$ cat src/rtl/vram_dma_if.sv
// Shared-bus signal bundle between the VRAM DMA engine and the CPU/decode side.
// dma_irq_B exists only when VRAM_DMA_IRQ_EN is defined.
interface vram_dma_if;
  logic        SELECT_dma;
  logic [2:0]  reg_addr;
  logic        write_enable_B;
  logic [7:0]  data_in;
  logic [7:0]  data_out;
  logic        in_vblank;
  logic        bus_grant;
  logic        cpu_rdy;
  logic        dma_drive;
  logic [15:0] dma_address;
  logic [7:0]  dma_data_out;
  logic        dma_write_enable_B;
  logic        busy;
`ifdef VRAM_DMA_IRQ_EN
  logic        dma_irq_B;
`endif

  modport master (
    input  SELECT_dma, reg_addr, write_enable_B, data_in, in_vblank, bus_grant,
    output
`ifdef VRAM_DMA_IRQ_EN
           dma_irq_B,
`endif
           data_out, cpu_rdy, dma_drive, dma_address, dma_data_out,
           dma_write_enable_B, busy
  );

  modport slave (
    output SELECT_dma, reg_addr, write_enable_B, data_in, in_vblank, bus_grant,
    input
`ifdef VRAM_DMA_IRQ_EN
           dma_irq_B,
`endif
           data_out, cpu_rdy, dma_drive, dma_address, dma_data_out,
           dma_write_enable_B, busy
  );
endinterface

$ cat src/rtl/vram_dma.sv
// Vblank-gated RAM->VRAM block copier; halts the 6502 via RDY and drives the shared bus.
// Optional completion interrupt (dma_irq_B) enabled by defining VRAM_DMA_IRQ_EN.
module vram_dma #(
  parameter logic [15:0] VRAM_BASE     = 16'h3000,
  parameter int          MAX_LEN_WIDTH = 8
) (
  input  logic      clk_12_5875,
  input  logic      rst_B,
  vram_dma_if.master bus
);
  typedef enum logic [2:0] {IDLE, ARMED, REQ, READ, WRITE, DONE} state_t;

  state_t                   state_q, state_d;
  logic [15:0]              src_q, src_d, wsrc_q, wsrc_d;
  logic [11:0]              dst_q, dst_d, wdst_q, wdst_d;
  logic [MAX_LEN_WIDTH-1:0] len_q, len_d, cnt_q, cnt_d;
  logic [7:0]               buf_q, buf_d;
  logic                     done_q, done_d;
  logic                     busy, reg_wr, reg_rd, cfg_wr, arm;

  assign busy   = (state_q == ARMED) || (state_q == REQ) ||
                  (state_q == READ)  || (state_q == WRITE);
  assign reg_wr = bus.SELECT_dma & ~bus.write_enable_B;
  assign reg_rd = bus.SELECT_dma &  bus.write_enable_B;
  assign cfg_wr = reg_wr & ~busy;
  assign arm    = cfg_wr && (bus.reg_addr == 3'd5);

  always_comb begin
    state_d = state_q;
    src_d   = src_q;
    dst_d   = dst_q;
    len_d   = len_q;
    wsrc_d  = wsrc_q;
    wdst_d  = wdst_q;
    cnt_d   = cnt_q;
    buf_d   = buf_q;
    done_d  = done_q;
    if (cfg_wr) begin
      case (bus.reg_addr)
        3'd0:    src_d[7:0]  = bus.data_in;
        3'd1:    src_d[15:8] = bus.data_in;
        3'd2:    dst_d[7:0]  = bus.data_in;
        3'd3:    dst_d[11:8] = bus.data_in[3:0];
        3'd4:    len_d       = MAX_LEN_WIDTH'(bus.data_in);
        default: ;
      endcase
    end
    case (state_q)
      IDLE, DONE: begin
        // An arm landing in the DONE cycle is honoured rather than dropped.
        if (arm) begin
          state_d = ARMED;
          wsrc_d  = src_q;
          wdst_d  = dst_q;
          cnt_d   = len_q;
          done_d  = 1'b0;
        end else begin
          state_d = IDLE;
        end
      end
      ARMED: if (bus.in_vblank) state_d = REQ;
      REQ: begin
        if (!bus.in_vblank)     state_d = ARMED;
        else if (bus.bus_grant) state_d = READ;
      end
      READ: begin
        buf_d   = bus.data_in;
        state_d = WRITE;
      end
      WRITE: begin
        wsrc_d = wsrc_q + 16'd1;
        wdst_d = wdst_q + 12'd1;
        cnt_d  = cnt_q - MAX_LEN_WIDTH'(1);
        // A loaded count of 0 wraps through all 2**MAX_LEN_WIDTH values before hitting 1.
        if (cnt_q == MAX_LEN_WIDTH'(1)) begin
          state_d = DONE;
          done_d  = 1'b1;
        end else if (!bus.in_vblank) begin
          state_d = ARMED;
        end else begin
          state_d = READ;
        end
      end
      default: state_d = IDLE;
    endcase
  end

  always_ff @(posedge clk_12_5875 or negedge rst_B) begin
    if (!rst_B) begin
      state_q <= IDLE;
      src_q   <= '0;
      dst_q   <= '0;
      len_q   <= '0;
      wsrc_q  <= '0;
      wdst_q  <= '0;
      cnt_q   <= '0;
      buf_q   <= '0;
      done_q  <= 1'b0;
    end else begin
      state_q <= state_d;
      src_q   <= src_d;
      dst_q   <= dst_d;
      len_q   <= len_d;
      wsrc_q  <= wsrc_d;
      wdst_q  <= wdst_d;
      cnt_q   <= cnt_d;
      buf_q   <= buf_d;
      done_q  <= done_d;
    end
  end

`ifdef VRAM_DMA_IRQ_EN
  logic irq_b_q, irq_b_d;
  always_comb begin
    irq_b_d = irq_b_q;
    if (state_d == DONE && state_q != DONE)          irq_b_d = 1'b0;
    else if (arm || (reg_rd && bus.reg_addr == 3'd5)) irq_b_d = 1'b1;
  end
  always_ff @(posedge clk_12_5875 or negedge rst_B) begin
    if (!rst_B) irq_b_q <= 1'b1;
    else        irq_b_q <= irq_b_d;
  end
  assign bus.dma_irq_B = irq_b_q;
`endif

  // Bus outputs decode straight from state so an async reset releases the bus at once.
  assign bus.busy               = busy;
  assign bus.cpu_rdy            = !((state_q == REQ) || (state_q == READ) || (state_q == WRITE));
  assign bus.dma_drive          = (state_q == READ) || (state_q == WRITE);
  assign bus.dma_write_enable_B = (state_q != WRITE);
  assign bus.dma_data_out       = (state_q == WRITE) ? buf_q : 8'h00;
  assign bus.dma_address        = (state_q == READ)  ? wsrc_q :
                                  (state_q == WRITE) ? VRAM_BASE + {4'h0, wdst_q} : 16'h0000;

  always_comb begin
    bus.data_out = 8'h00;
    if (reg_rd) begin
      case (bus.reg_addr)
        3'd0:    bus.data_out = src_q[7:0];
        3'd1:    bus.data_out = src_q[15:8];
        3'd2:    bus.data_out = dst_q[7:0];
        3'd3:    bus.data_out = {4'h0, dst_q[11:8]};
        3'd4:    bus.data_out = 8'(len_q);
        3'd5:    bus.data_out = {6'b0, done_q, busy};
        default: bus.data_out = 8'h00;
      endcase
    end
  end
endmodule

$ cat src/flat_wrapper.sv
// flat-port wrapper written by rule: the top's interface ports become plain ports
module vram_dma_flat 
#(
  parameter logic [15:0] VRAM_BASE     = 16'h3000,
  parameter int          MAX_LEN_WIDTH = 8
)
  (clk_12_5875, rst_B, bus_SELECT_dma, bus_reg_addr, bus_write_enable_B, bus_data_in, bus_in_vblank, bus_bus_grant, bus_data_out, bus_cpu_rdy, bus_dma_drive, bus_dma_address, bus_dma_data_out, bus_dma_write_enable_B, bus_busy);
  vram_dma_if bus_i ();
  input  logic clk_12_5875;
  input  logic rst_B;
  input wire logic [$bits(bus_i.SELECT_dma)-1:0] bus_SELECT_dma;
  input wire logic [$bits(bus_i.reg_addr)-1:0] bus_reg_addr;
  input wire logic [$bits(bus_i.write_enable_B)-1:0] bus_write_enable_B;
  input wire logic [$bits(bus_i.data_in)-1:0] bus_data_in;
  input wire logic [$bits(bus_i.in_vblank)-1:0] bus_in_vblank;
  input wire logic [$bits(bus_i.bus_grant)-1:0] bus_bus_grant;
  output wire logic [$bits(bus_i.data_out)-1:0] bus_data_out;
  output wire logic [$bits(bus_i.cpu_rdy)-1:0] bus_cpu_rdy;
  output wire logic [$bits(bus_i.dma_drive)-1:0] bus_dma_drive;
  output wire logic [$bits(bus_i.dma_address)-1:0] bus_dma_address;
  output wire logic [$bits(bus_i.dma_data_out)-1:0] bus_dma_data_out;
  output wire logic [$bits(bus_i.dma_write_enable_B)-1:0] bus_dma_write_enable_B;
  output wire logic [$bits(bus_i.busy)-1:0] bus_busy;
  assign bus_i.SELECT_dma = bus_SELECT_dma;
  assign bus_i.reg_addr = bus_reg_addr;
  assign bus_i.write_enable_B = bus_write_enable_B;
  assign bus_i.data_in = bus_data_in;
  assign bus_i.in_vblank = bus_in_vblank;
  assign bus_i.bus_grant = bus_bus_grant;
  assign bus_data_out = bus_i.data_out;
  assign bus_cpu_rdy = bus_i.cpu_rdy;
  assign bus_dma_drive = bus_i.dma_drive;
  assign bus_dma_address = bus_i.dma_address;
  assign bus_dma_data_out = bus_i.dma_data_out;
  assign bus_dma_write_enable_B = bus_i.dma_write_enable_B;
  assign bus_busy = bus_i.busy;
  vram_dma #(.VRAM_BASE(VRAM_BASE), .MAX_LEN_WIDTH(MAX_LEN_WIDTH)) u_core (.clk_12_5875(clk_12_5875), .rst_B(rst_B), .bus(bus_i));
endmodule
$ cat config.mk
export PLATFORM = sky130hd
export DESIGN_NAME = vram_dma_flat
export DESIGN_NICKNAME = d
export VERILOG_FILES = /design/src/rtl/vram_dma_if.sv /design/src/rtl/vram_dma.sv /design/src/flat_wrapper.sv
export SDC_FILE = /design/constraint.sdc
export NUM_CORES = 1
export LEC_CHECK = 0
export ABC_AREA = 1
export CORE_ASPECT_RATIO = 0.8
export CORE_UTILIZATION = 42
export CTS_CLUSTER_DIAMETER = 150
export DETAILED_ROUTE_END_ITERATION = 10
export GPL_TIMING_DRIVEN = 0
export PLACE_DENSITY_LB_ADDON = 0.15
export SYNTH_ARGS = -nofsm -noshare
export SYNTH_HDL_FRONTEND = slang
export SYNTH_SLANG_ARGS = --single-unit
$ cat constraint.sdc
create_clock -name clk_12_5875 -period 2 [get_ports clk_12_5875]
set_input_delay 0.4 -clock clk_12_5875 [delete_from_list [all_inputs] [get_ports clk_12_5875]]
set_output_delay 0.4 -clock clk_12_5875 [all_outputs]
set_load 0.01 [all_outputs]
# [Word level (Yosys, flattened, before mapping)]
# Index checks and enable logic that the tools add are counted.
# W data, S select, Z words.
[op_classes] addsub=4 n_eq_ne=16 n_mux=21 bitwise_logic=5 n_reduce_logical=20
[op_table] op="$mux W16" count=3
[op_table] op="$pmux W8 S6" count=1
[op_table] op="$pmux W16 S2" count=1
[op_table] op="$mux W8" count=3
[op_table] op="$pmux W12 S2" count=1
[op_table] op="$add A16 B1 Y16 const B" count=1
[op_table] op="$pmux W8 S2" count=1
[op_table] op="$add A14 B12 Y15 const A" count=1
[op_table] op="$pmux W3 S5" count=1
[op_table] op="$reduce_and A2 Y1" count=7
[op_table] op="$add A12 B1 Y12 const B" count=1
[op_table] op="$eq A3 B2 Y1 const B" count=4
[op_table] op="$eq A3 B3 Y1 const B" count=4
[op_table] op="$mux W12" count=1
[op_table] op="$mux W3" count=4
[op_table] op="$eq A8 B1 Y1 const B" count=1
[op_table] op="$sub A8 B1 Y8 const B" count=1
[op_table] op="$eq A3 B1 Y1 const B" count=2
[op_table] op="$logic_not A3 Y1" count=2
[op_table] op="$logic_or A1 B1 Y1" count=6
[op_table] op="$ne A3 B3 Y1 const B" count=2
[op_table] op="$ne A2 B1 Y1 const B" count=2
[op_table] op="$and A1 B1 Y1" count=3
[op_table] op="$mux W1" count=3
[op_table] op="other kinds (9)" count=10
[word_totals] regBits=84 inputBits=17 elab_cells=77

# [Depth between registers and ports, before layout]
# Gate-level depths: netlist (run 1).
[logic_depth] word_depth=9 mapped_depth=9 depth_no_buf=8

# [Worst setup path after synthesis (run 1)]
# Ideal clock, no wire load.
[synth_timing] path_type="input to output" from="input bus_reg_addr[0]" to="output bus_data_out[1]" t_arrival_ps=1349 setup_slack_ps=251 cell_stages=6 path_buffers=1 cell_sequence="clkbuf_1 nor3_2 nand2_1 nand3_1 nor2_1 a21oi_1"
[synth_between] elab_chain_len=3
[synth_lines] element="from (decl)" line="flat_wrapper.sv:12" text="input wire logic [$bits(bus_i.reg_addr)-1:0] bus_reg_addr;"
[synth_lines] element="$eq A3 B3 Y1 (tied with other cells)" line="vram_dma.sv:138" text="case (bus.reg_addr)"
[synth_lines] element="$pmux W8 S6 (*)" line="vram_dma.sv:138"
[synth_lines] element="$mux W8 (*)" line="vram_dma.sv:137" text="if (reg_rd) begin"
[synth_lines] element="to (decl)" line="flat_wrapper.sv:17" text="output wire logic [$bits(bus_i.data_out)-1:0] bus_data_out;"
# Every way passes the cells marked *; elsewhere a longest branch is shown, timed or not.

# [Final worst setup path (run 1)]
[layout_timing] from="register u_core.state_q[1]" to="output bus_dma_address[1]"
[layout_between] elab_chain_len=3
[layout_lines] element="from (decl)" line="vram_dma.sv:13" text="state_t state_q, state_d;"
[layout_lines] element="from (signal assigned)" line="vram_dma.sv:100" text="state_q <= state_d;"
[layout_lines] element="$eq A3 B3 Y1" line="vram_dma.sv:133" text="(state_q == WRITE) ? VRAM_BASE + {4'h0, wdst_q} : 16'h0000;"
[layout_lines] element="$mux W16" line="vram_dma.sv:133"
[layout_lines] element="$mux W16 (*)" line="vram_dma.sv:132" text="assign bus.dma_address = (state_q == READ) ? wsrc_q :"
[layout_lines] element="to (decl)" line="flat_wrapper.sv:20" text="output wire logic [$bits(bus_i.dma_address)-1:0] bus_dma_address;"
# Marks and branches as above.

==> results.tsv, run 1 <==
stage	metric	value	unit
status	status	finished with violations	
status	violations	negative setup slack	
detailed_routing	via_per_inst	5.482	
worst_setup_path	worst-setup-path-type	register to primary output	
synth	synth_fp_nets	707	
power_and_ir_drop	power-per-cell-area	1251	nW/um^2
sta	drv_slew	0	
placement	place.gp.congestion	0.9251	
final_layout	drive_gt1_share	18.90	%
final_layout	regArea	2106	sq um
floorplanning	initial_utilization	43.59	%
worst_setup_path	crit_required	1.60	ns
grt	grt_pass1_vias	4677	
final_layout	multi_input_area	2487	sq um
placement	place_area	5500	sq um
sta	worst_slack	-0.1252	ns
synth	syn_area	4785	sq um
clock_network	h-tree-depth	3	
worst_setup_path	arrival	1.73	ns
worst_setup_path	start_kind	register	
grt	grt_antenna_before_repair	0	
detailed_routing	antenna_left	0	
final_layout	area_delta_synth_final	31.54	%
sta	max_slew_margin	57.18	%
synth	yosys.area.top_type_share	43.93	%
synth	ys.flop_type	dfrtp_1	
worst_setup_path	worst_setup_path_end_kind	primary output	
final_layout	fin_nets	800	
synth	synth-seq-area-share	43.93	%
grt	grt_max_degree	62	
sta	min_period	2.125	ns
detailed_routing	vias	5082	
synth	synth_seq_cells	84	
clock_network	cts.path.max_buffers	2	
clock_network	cts_root_buffer	clkbuf_16	
power_and_ir_drop	power_leakage	3.115	nW
detailed_routing	wl_per_cell	18.01	um
placement	dp_hpwl	11770	um
min_path	hold_path_class	register to register	
worst_setup_path	crit_fanout	5	
detailed_routing	drc	0	
grt	use_met1	43.91	%
detailed_routing	routed_wl	16690	um
detailed_routing	firstDrtPassIters	5	
synth	ys_warn_count	0	
synth	synth_edf_count	0	
clock_network	cts.sinks	84	
floorplanning	core-area	10980	sq um
grt	grt_pass1_wl	25960	um
grt	use_met3	6.103	%
detailed_routing	drt_iter0_drc	486	
sta	hold_viol_final	0	
grt	overflow	0	
sta	finalSetupTns	-0.3636	ns
grt	met2_usage	42.66	%
sta	rsz0062_at_grt	true	
synth	yosys.cell_types.count	30	
clock_network	clk_pin_slew	0.06	ns
floorplanning	die_y	97.47	um
sta	worst_pin_slew	0.6423	ns
synth	synth_top_cell_by_area	dfrtp_1	
synth	synthArstFlopShare	100.0	%
synth	synthTopCellsByArea	dfrtp_1 44%, nand2_1 17%, nand3_1 11%	
synth	syn_area_per_cell	6.975	sq um
power_and_ir_drop	peakVddDrop	0.0007958	V
synth	syn_inst	686	
sta	finClkSkew	0.006537	ns
clock_network	numCtsBuffers	9	
grt	grt_usage	29.36	%
job	cap_violations	0	
placement	portBuffers	51	
sta	period_share	106.3	%
clock_network	worstSkewPairLatency	0.34	ns
floorplanning	die_x	121.3	um
grt	gr-max-usage-layer	met1	
final_layout	stdcell_area	6294	sq um
floorplanning	rows	34	
floorplanning	boundaryPins	53	
sta	fmaxAchievable	470.6	MHz
final_layout	antennaDiodeCount	0	
clock_network	cts_tree	built	
final_layout	fillers	1035	
floorplanning	die-area	11830	sq um
sta	finalSetupViolations	8	
==> stage by stage <==
step                      total power (W)  util, %  setup WS [ns]  std cells  hold slack [ns]
final                            0.007875    57.34        -0.1252        927           0.4852
after global routing             0.008414    57.34        -0.1581        927           0.5081
after CTS                        0.007609    55.64        -0.2422        916           0.4870
after detailed placement         0.005669    50.11        -0.9631        882           0.3383
after global placement           0.005600    49.89         -2.640        881           0.4700
after floorplan                  0.004623        -         0.2515        686           0.1044
==> state kept, by name (all words and copies together), names as in the netlist <==
register,cells
u_core.wdst_q,12
u_core.state_q,3
u_core.wsrc_q,16
u_core.buf_q,8
u_core.len_q,8
u_core.done_q,1
u_core.dst_q,12
u_core.cnt_q,8
u_core.src_q,16
==> layer usage <==
metal,up-vias,wire [um]
li1,2409,-
met1,2413,7773
met3,22,1465
met2,238,7176
met4,0,276
met5,-,0
==> critical path, cell delays in order (launching register included) <==
cell and delay, ns:
dfrtp_2 0.43, inv_2 0.09, nand3_4 0.14, buf_6 0.16
buf_6 0.12, inv_8 0.05, clkbuf_16 0.12, nand2_2 0.05
o21ai_2 0.07, buf_2 0.15
==> kinds of logic (layout without fill, tap and decap cells) <==
family	after synthesis	after routing	share of synthesized area (%)
buffers and inverters	98	195	7.923
flip-flops	84	84	43.93
AO/OA/AOI/OAI	91	91	9.937
XOR/XNOR	3	3	0.5493
adder cells (fa/ha/maj)	4	4	1.046
AND/OR/NAND/NOR	406	406	36.61
==> repair_timing <==
action,in CTS,in global routing
hold endpoints to repair,23,0
setup buffers,19,13
setup endpoints to repair,46,70
gates cloned,0,2
pin swaps,5,7
hold buffers,1,0
gates resized for setup,193,52
==> path summary, 6_finish.rpt <==
kind | from | to | slack (ns) | cells after the start
max | u_core.state_q[1]$_DFFE_PN0P_ | bus_dma_address[1] | -0.13 | 9
min | u_core.buf_q[0]$_DFFE_PN0P_ | u_core.buf_q[0]$_DFFE_PN0P_ | 0.49 | 2
max reg2reg | u_core.state_q[1]$_DFFE_PN0P_ | u_core.wdst_q[0]$_DFFE_PN0P_ | -0.02 | 9
min reg2reg | u_core.buf_q[0]$_DFFE_PN0P_ | u_core.buf_q[0]$_DFFE_PN0P_ | 0.49 | 2
max in group asynchronous | rst_B | u_core.src_q[6]$_DFFE_PN0P_ | 0.85 | 3
min in group asynchronous | rst_B | u_core.cnt_q[5]$_DFFE_PN0P_ | 0.51 | 2
==> area by class of cell <==
| type | instances | share of cell area (%) |
|---|---|---|
| Tap cell | 144 | 2.863 |
| Clock inverter | 4 | 0.7952 |
| Inverter | 73 | 4.573 |
| Timing Repair Buffer | 86 | 11.69 |
| Sequential cell | 84 | 33.46 |
| Buffer | 21 | 3.241 |
| Multi-Input combinational cell | 504 | 39.52 |
| Clock buffer | 11 | 3.857 |
==> cells in the final DEF, fill, tap and decap left out, types with 12 or more instances in the layout <==
cell / n
clkdlybuf4s50_1: 12
nor2_1: 53
nand3_1: 101
o21ai_0: 60
clkbuf_16: 14
nand2_1: 216
dfrtp_1: 81
buf_2: 27
buf_4: 25
inv_1: 66
==> cells in the mapped netlist (2+ instances only) <==
cell type	instances
nand2_1	221
nand3_1	103
dfrtp_1	84
inv_1	68
o21ai_0	65
nor2_1	55
clkbuf_1	16
a21oi_1	10
o22ai_1	10
nand4_1	7
nand2_2	5
a31oi_1	4
buf_1	4
ha_1	4
nor3_1	4
buf_2	3
inv_2	3
nor3_2	3
buf_4	2
clkinv_1	2
nand3b_1	2
or2_2	2
xor2_1	2
==> where the power goes <==
| part | internal [W] | total, W | switching (W) |
|---|---|---|---|
| clock | 0.000993 | 0.00167 | 0.000674 |
| sequential | 0.00242 | 0.00322 | 0.000802 |
| combinational | 0.00124 | 0.00298 | 0.00174 |
| total | 0.00466 | 0.00787 | 0.00322 |
No activity file was read; power rests on OpenSTA's default activity.
==> run 2: changes to the inputs <==
--- a/config.mk
+++ b/config.mk
@@ -5,9 +5,10 @@
 export SDC_FILE = /design/constraint.sdc
 export NUM_CORES = 1
 export LEC_CHECK = 0
-export ABC_AREA = 1
+export ABC_AREA = 0
+export CAP_MARGIN = 40
 export CORE_ASPECT_RATIO = 0.8
-export CORE_UTILIZATION = 42
+export CORE_UTILIZATION = 39
 export CTS_CLUSTER_DIAMETER = 150
 export DETAILED_ROUTE_END_ITERATION = 10
 export GPL_TIMING_DRIVEN = 0
==> run 2 against run 1 <==
The run ends with design-rule violations, negative setup slack left. Clock skew down 0.0020 ns. Clock power down 4%. Routed wire length down 3.7%. Via count down 11%. Worst hold slack worse by 0.011 ns. Fmax down 2.4%. Power up 7.7%. Critical path depth down 1. Synthesized cell count down 30%.
==> results.tsv, run 2 <==
stage	metric	value	unit
status	status	finished with violations	
status	violations	design-rule violations, negative setup slack	
power_and_ir_drop	peakVddDrop	0.0004793	V
detailed_routing	drt_iter0_drc	396	
sta	fmaxAchievable	459.5	MHz
synth	syn_inst	481	
detailed_routing	routed_wl	16070	um
synth	synth_fp_nets	502	
worst_setup_path	worst-setup-path-type	register to primary output	
grt	grt_pass1_vias	4254	
synth	syn_area	4705	sq um
final_layout	fin_cells	754	
detailed_routing	firstDrtPassIters	9	
synth	synth_top_cell_by_area	dfrtp_1	
worst_setup_path	ff2ff_path_depth	9	
floorplanning	rows	35	
sta	worst_slack	-0.1765	ns
sta	period_share	108.8	%
grt	overflow	0	
clock_network	worstSkewPairLatency	0.35	ns
worst_setup_path	cp-endpoint	bus_dma_address[12]	
synth	synth.most_common_cell	dfrtp_1	
placement	dpl.cell_count	680	
worst_setup_path	r2r_start	u_core.state_q[1]$_DFFE_PN0P_	
final_layout	top_regs	u_core.src_q x16, u_core.wsrc_q x16	
power_and_ir_drop	power-per-cell-area	1300	nW/um^2
detailed_routing	vias	4501	
worst_setup_path	r2r_slack	-0.04	ns
clock_network	cts.sinks	84	
sta	finalSetupTns	-3.295	ns
final_layout	layout_commonest_cell	dfrtp_1	
worst_setup_path	start_kind	register	
worst_setup_path	r2r-end	u_core.wsrc_q[6]$_DFFE_PN0P_	
sta	drv_slew	0	
clock_network	clk_pin_slew	0.07	ns
synth	yosys.cell_types.count	67	
sta	worst_pin_slew	0.5123	ns
synth	ys_warn_count	0	
final_layout	area_delta_synth_final	38.56	%
sta	finalSetupViolations	28	
worst_setup_path	path_buf_inv	6	
worst_setup_path	worstPathCellList	buf_6 > nor3b_4 > buf_4 > buf_8 > inv_12 > buf_6 > nand2_4 > buf_6	
synth	ys.flop_type	dfrtp_1	
floorplanning	boundaryPins	53	
placement	place.gp.congestion	0.8685	
worst_setup_path	cp_top_family	buffers and inverters	
final_layout	layout_common_cells	78 x dfrtp_1, 64 x nand2_1, 49 x buf_4, 35 x mux2_2, 28 x buf_6	
sta	max_slew_margin	65.58	%
grt	grt_pass1_wl	24430	um
worst_setup_path	slowest_stage	dfrtp_1	
clock_network	cts_root_buffer	clkbuf_16	
synth	synth-seq-area-share	44.68	%
synth	synthTopCellsByArea	dfrtp_1 45%, mux2_2 9.1%, nand2_1 5.8%	
final_layout	fin_nets	622	
grt	grt_antenna_before_repair	0	
synth	synthArstFlopShare	100.0	%
floorplanning	die_y	100.2	um
clock_network	cts.path.max_buffers	2	
synth	yosys.area.top_type_share	44.68	%
grt	grt_max_degree	61	
synth	syn_area_per_cell	9.781	sq um
detailed_routing	via_per_inst	5.969	
final_layout	stdcell_area	6519	sq um
worst_setup_path	path_depth	8	
synth	netlist_top_cells_count	84 x dfrtp_1, 73 x nand2_1, 38 x mux2_2	
floorplanning	initial_utilization	40.39	%
worst_setup_path	crit_path_frequent_cell	buf_6	
job	cap_violations	0	
synth	synth_edf_count	0	
placement	place_area	5415	sq um
clock_network	cts_tree	built	
grt	grt_usage	26.17	%
sta	rsz0062_at_grt	true	
detailed_routing	antenna_left	0	
placement	dp_hpwl	10780	um
final_layout	drive_gt1_share	40.26	%
worst_setup_path	critPathMaxStageDelay	0.38	ns
final_layout	antennaDiodeCount	0	
detailed_routing	drc	6	
clock_network	numCtsBuffers	9	
sta	hold_viol_final	0	
floorplanning	core-area	11650	sq um
power_and_ir_drop	power_leakage	2.925	nW
worst_setup_path	worst_setup_path_end_kind	primary output	
sta	finClkSkew	0.004577	ns
synth	synth_seq_cells	84	
floorplanning	die_x	124.8	um
detailed_routing	wl_per_cell	21.31	um
worst_setup_path	crit_required	1.60	ns
clock_network	h-tree-depth	3	
floorplanning	die-area	12510	sq um
worst_setup_path	crit_fanout	5	
worst_setup_path	arrival	1.78	ns
min_path	hold_path_class	register to register	
sta	min_period	2.176	ns
placement	portBuffers	50	
worst_setup_path	setup.worst_path.start	u_core.state_q[1]$_DFFE_PN0P_	
## run 2: layout make-up
class                   instances  area, sq um
plain buffers                  24        206.4
clock buffers                   9        225.2
clock inverters                 7        51.30
fillers                      1036         5130
inverters                      11        53.80
multi-input cells             356         2688
flip-flops and latches         84         2110
well taps                     148        185.2
repair buffers                113        979.7
repair inverters                2        20.02
## run 2: metrics by stage
step / util, % / setup slack (ns) / hold slack, ns / total power, W
5_1_grt: 55.96 / -0.2366 / 0.5041 / 0.008930
4_1_cts: 54.60 / -0.2088 / 0.4756 / 0.008194
6_report: 55.96 / -0.1765 / 0.4738 / 0.008477
3_3_place_gp: 46.27 / -2.634 / 0.4546 / 0.005766
3_5_place_dp: 46.49 / -1.174 / 0.3420 / 0.005869
2_1_floorplan: - / 0.08935 / 0.1044 / 0.004708
## run 2: routing by layer
metal,global-route usage (%),wire length [um]
met5,0,0
met1,36.94,7195
met3,5.064,1292
met4,7.882,293
met2,40.75,7288
## run 2: cell families after synthesis
kind of cell,count (synthesis),synth area share [%]
flip-flops,84,44.68
buffers and inverters,41,3.856
AND/OR/NAND/NOR,194,22.15
AO/OA/AOI/OAI,104,15.85
multiplexers,50,11.65
adder cells (fa/ha/maj),4,1.064
XOR/XNOR,4,0.7448
## run 2: where the power goes
group,switching [W],internal [W]
combinational,0.00178,0.00182
clock,0.000753,0.000848
sequential,0.000852,0.00243
## run 2: worst min-delay path, delay by kind of cell, from the launching register on
family	cells	cell delay (ns)
flops	1	0.34
simple gates	2	0.10
## run 2: worst min-delay path by stage
| stage | from | endpoint | slack [ns] | cells past startpoint |
|---|---|---|---|---|
| floorplan | rst_B | u_core.buf_q[0]$_DFFE_PN0P_ | 0.10 | 0 |
| global placement | u_core.buf_q[0]$_DFFE_PN0P_ | u_core.buf_q[0]$_DFFE_PN0P_ | 0.45 | 2 |
| detailed placement | rst_B | u_core.wsrc_q[11]$_DFFE_PN0P_ | 0.34 | 1 |
| CTS | u_core.buf_q[3]$_DFFE_PN0P_ | u_core.buf_q[3]$_DFFE_PN0P_ | 0.48 | 2 |
| global route | u_core.buf_q[5]$_DFFE_PN0P_ | u_core.buf_q[5]$_DFFE_PN0P_ | 0.50 | 2 |
| finish | u_core.buf_q[3]$_DFFE_PN0P_ | u_core.buf_q[3]$_DFFE_PN0P_ | 0.47 | 2 |
## run 2: repair_timing
action / CTS / global route
hold endpoints to repair: 24 / 0
buffers inserted: 50 / 12
pin swaps: 24 / 10
gates cloned: 1 / 1
hold buffers: 1 / 0
endpoints found under the setup margin: 83 / 88
resized for setup: 249 / 47
==> run 3: changes to the inputs <==
--- a/config.mk
+++ b/config.mk
@@ -13,6 +13,7 @@
 export DETAILED_ROUTE_END_ITERATION = 10
 export GPL_TIMING_DRIVEN = 0
 export PLACE_DENSITY_LB_ADDON = 0.15
+export SLEW_MARGIN = 20
 export SYNTH_ARGS = -nofsm -noshare
 export SYNTH_HDL_FRONTEND = slang
 export SYNTH_SLANG_ARGS = --single-unit
==> run 3 against run 2 <==
The flow still finishes with violations (design-rule violations, negative setup slack). Combinational power decreased by 2%. Global-route usage about the same. Routed wire length decreased by 1.0%.
==> results.tsv, run 3 (synthesized netlist as in run 2, its figures left out) <==
stage	metric	value	unit
worst_setup_path	worst_setup_path_end_kind	primary output	
final_layout	area_delta_synth_final	39.65	%
worst_setup_path	r2r_start	u_core.state_q[2]$_DFFE_PN0P_	
detailed_routing	drc	6	
grt	grt_pass1_vias	4187	
sta	finClkSkew	0.004135	ns
status	status	finished with violations	
power_and_ir_drop	switching_share	37.55	%
clock_network	cts.path.max_buffers	2	
power_and_ir_drop	power-per-cell-area	1339	nW/um^2
sta	hold_viol_final	0	
detailed_routing	antenna_left	0	
power_and_ir_drop	power_leakage	2.937	nW
min_path	hold_path_class	primary input to asynchronous set/reset pin	
worst_setup_path	crit_required	1.60	ns
floorplanning	die-area	12510	sq um
final_layout	stdcell_area	6570	sq um
worst_setup_path	worst-setup-path-type	register to primary output	
floorplanning	boundaryPins	53	
final_layout	multi_input_area	2680	sq um
detailed_routing	routed_wl	15910	um
sta	max_slew_margin	58.22	%
worst_setup_path	arrival	1.80	ns
worst_setup_path	ff2ff_path_depth	8	
detailed_routing	vias	4450	
sta	fmaxAchievable	454.5	MHz
sta	worst_pin_slew	0.6267	ns
worst_setup_path	start_kind	register	
detailed_routing	firstDrtPassIters	8	
final_layout	top_regs	u_core.src_q x16, u_core.wsrc_q x16	
placement	portBuffers	50	
power_and_ir_drop	power.share.clock	22.7	%
power_and_ir_drop	comb_power_share	39.9	%
clock_network	worstSkewPairLatency	0.34	ns
sta	rsz0062_at_grt	true	
clock_network	cts_root_buffer	clkbuf_16	
placement	place_area	5408	sq um
detailed_routing	drt_iter0_drc	430	
worst_setup_path	r2r_slack	0	ns
sta	finalSetupTns	-2.485	ns
sta	min_period	2.200	ns
power_and_ir_drop	power.switching	0.003305	W
sta	holdWs	0.08224	ns
worst_setup_path	crit_fanout	5	
floorplanning	die_x	124.8	um
clock_network	h-tree-depth	3	
status	violations	design-rule violations, negative setup slack	
floorplanning	rows	35	
power_and_ir_drop	p_int	0.005495	W
detailed_routing	wl_per_cell	21.26	um
final_layout	fin_nets	616	
final_layout	drive_gt1_share	39.83	%
placement	place.gp.congestion	0.8685	
floorplanning	initial_utilization	40.39	%
grt	grt_pass1_wl	24340	um
clock_network	cts_hold_buffers	0	
sta	worst_slack	-0.2000	ns
final_layout	fillers	1006	
worst_setup_path	r2r-end	u_core.len_q[3]$_DFFE_PN0P_	
placement	dp_hpwl	10800	um
floorplanning	core-area	11650	sq um
final_layout	finish.utilization	56.40	%
job	cap_violations	0	
final_layout	layout_commonest_cell	dfrtp_1	
power_and_ir_drop	peakVddDrop	0.0005985	V
final_layout	layout_common_cells	77 x dfrtp_1, 64 x nand2_1, 46 x buf_4, 37 x mux2_2, 26 x buf_6	
power_and_ir_drop	total_power	0.008800	W
sta	period_share	110.0	%
grt	grt_antenna_before_repair	0	
sta	finalSetupViolations	29	
clock_network	cts_tree	built	
grt	overflow	0	
sta	drv_slew	0	
grt	grt_usage	26.12	%
clock_network	clk_pin_slew	0.06	ns
clock_network	cts.sinks	84	
grt	grt_max_degree	47	
clock_network	numCtsBuffers	9	
power_and_ir_drop	seq_power_share	37.4	%
detailed_routing	via_per_inst	5.949	
final_layout	regArea	2111	sq um
final_layout	antennaDiodeCount	0	
floorplanning	die_y	100.2	um
run 3: changes by cell type in the layout (fill, tap and decap cells not counted), moves of 3 or more:
cell	previous run	this run
inv_6	3	0
buf_4	49	46
bufinv_16	0	3
dlygate4sd2_1	3	6
clkbuf_2	8	4
run 3: through the flow:
| step | setup WS (ns) | std cells |
|---|---|---|
| after floorplan | 0.08935 | 481 |
| after global placement | -2.634 | 679 |
| after detailed placement | -1.111 | 680 |
| after CTS | -0.2255 | 735 |
| after global routing | -0.2433 | 748 |
| final | -0.2000 | 748 |
run 3: area by class of cell:
type,instances,share of cell area [%]
Sequential cell,84,32.13
Tap cell,148,2.819
Timing Repair Buffer,106,14.11
Inverter,11,0.6665
Clock buffer,11,3.847
Clock inverter,5,1.638
Buffer,27,3.999
Multi-Input combinational cell,356,40.79
run 3: worst max path at each step:
stage / startpoint / to / slack (ns)
finish: u_core.state_q[0]$_DFFE_PN0P_ / bus_dma_address[2] / -0.20
global placement: rst_B / u_core.dst_q[4]$_DFFE_PN0P_ / -2.63
global route: u_core.state_q[0]$_DFFE_PN0P_ / bus_dma_address[2] / -0.24
floorplan: u_core.state_q[1]$_DFFE_PN0P_ / bus_dma_address[4] / 0.09
detailed placement: bus_reg_addr[0] / bus_data_out[0] / -1.11
CTS: u_core.state_q[1]$_DFFE_PN0P_ / bus_dma_address[1] / -0.23
run 3: power by group through the flow:
stage	combinational [W]	clock, W	sequential, W
after floorplan	0.00181	0	0.00289
after global placement	0.00254	0	0.00323
after detailed placement	0.00262	0	0.00325
after CTS	0.00324	0.00203	0.00321
after global routing	0.00378	0.00209	0.00337
final	0.00351	0.00200	0.00329
run 3: per-layer routing:
layer  wire length, um  vias to the layer above  track usage [%]
met1              7361                     2208            36.97
met5                 0                        -                0
met4               354                        0            8.262
li1                  -                     2011                -
met2              7114                      199            40.49
met3              1075                       32            4.904
run 3: worst max-delay path: stages (launching register included):
cell	delay (ns)
dfrtp_2	0.45
nor3b_4	0.31
buf_6	0.17
buf_6	0.11
buf_8	0.11
a22o_1	0.16
buf_2	0.14
run 3: what timing repair did:
item                       4_1_cts  5_1_grt
setup buffers                   40       17
pin swaps                       22       15
setup endpoints to repair       72       98
resized for setup              236       52
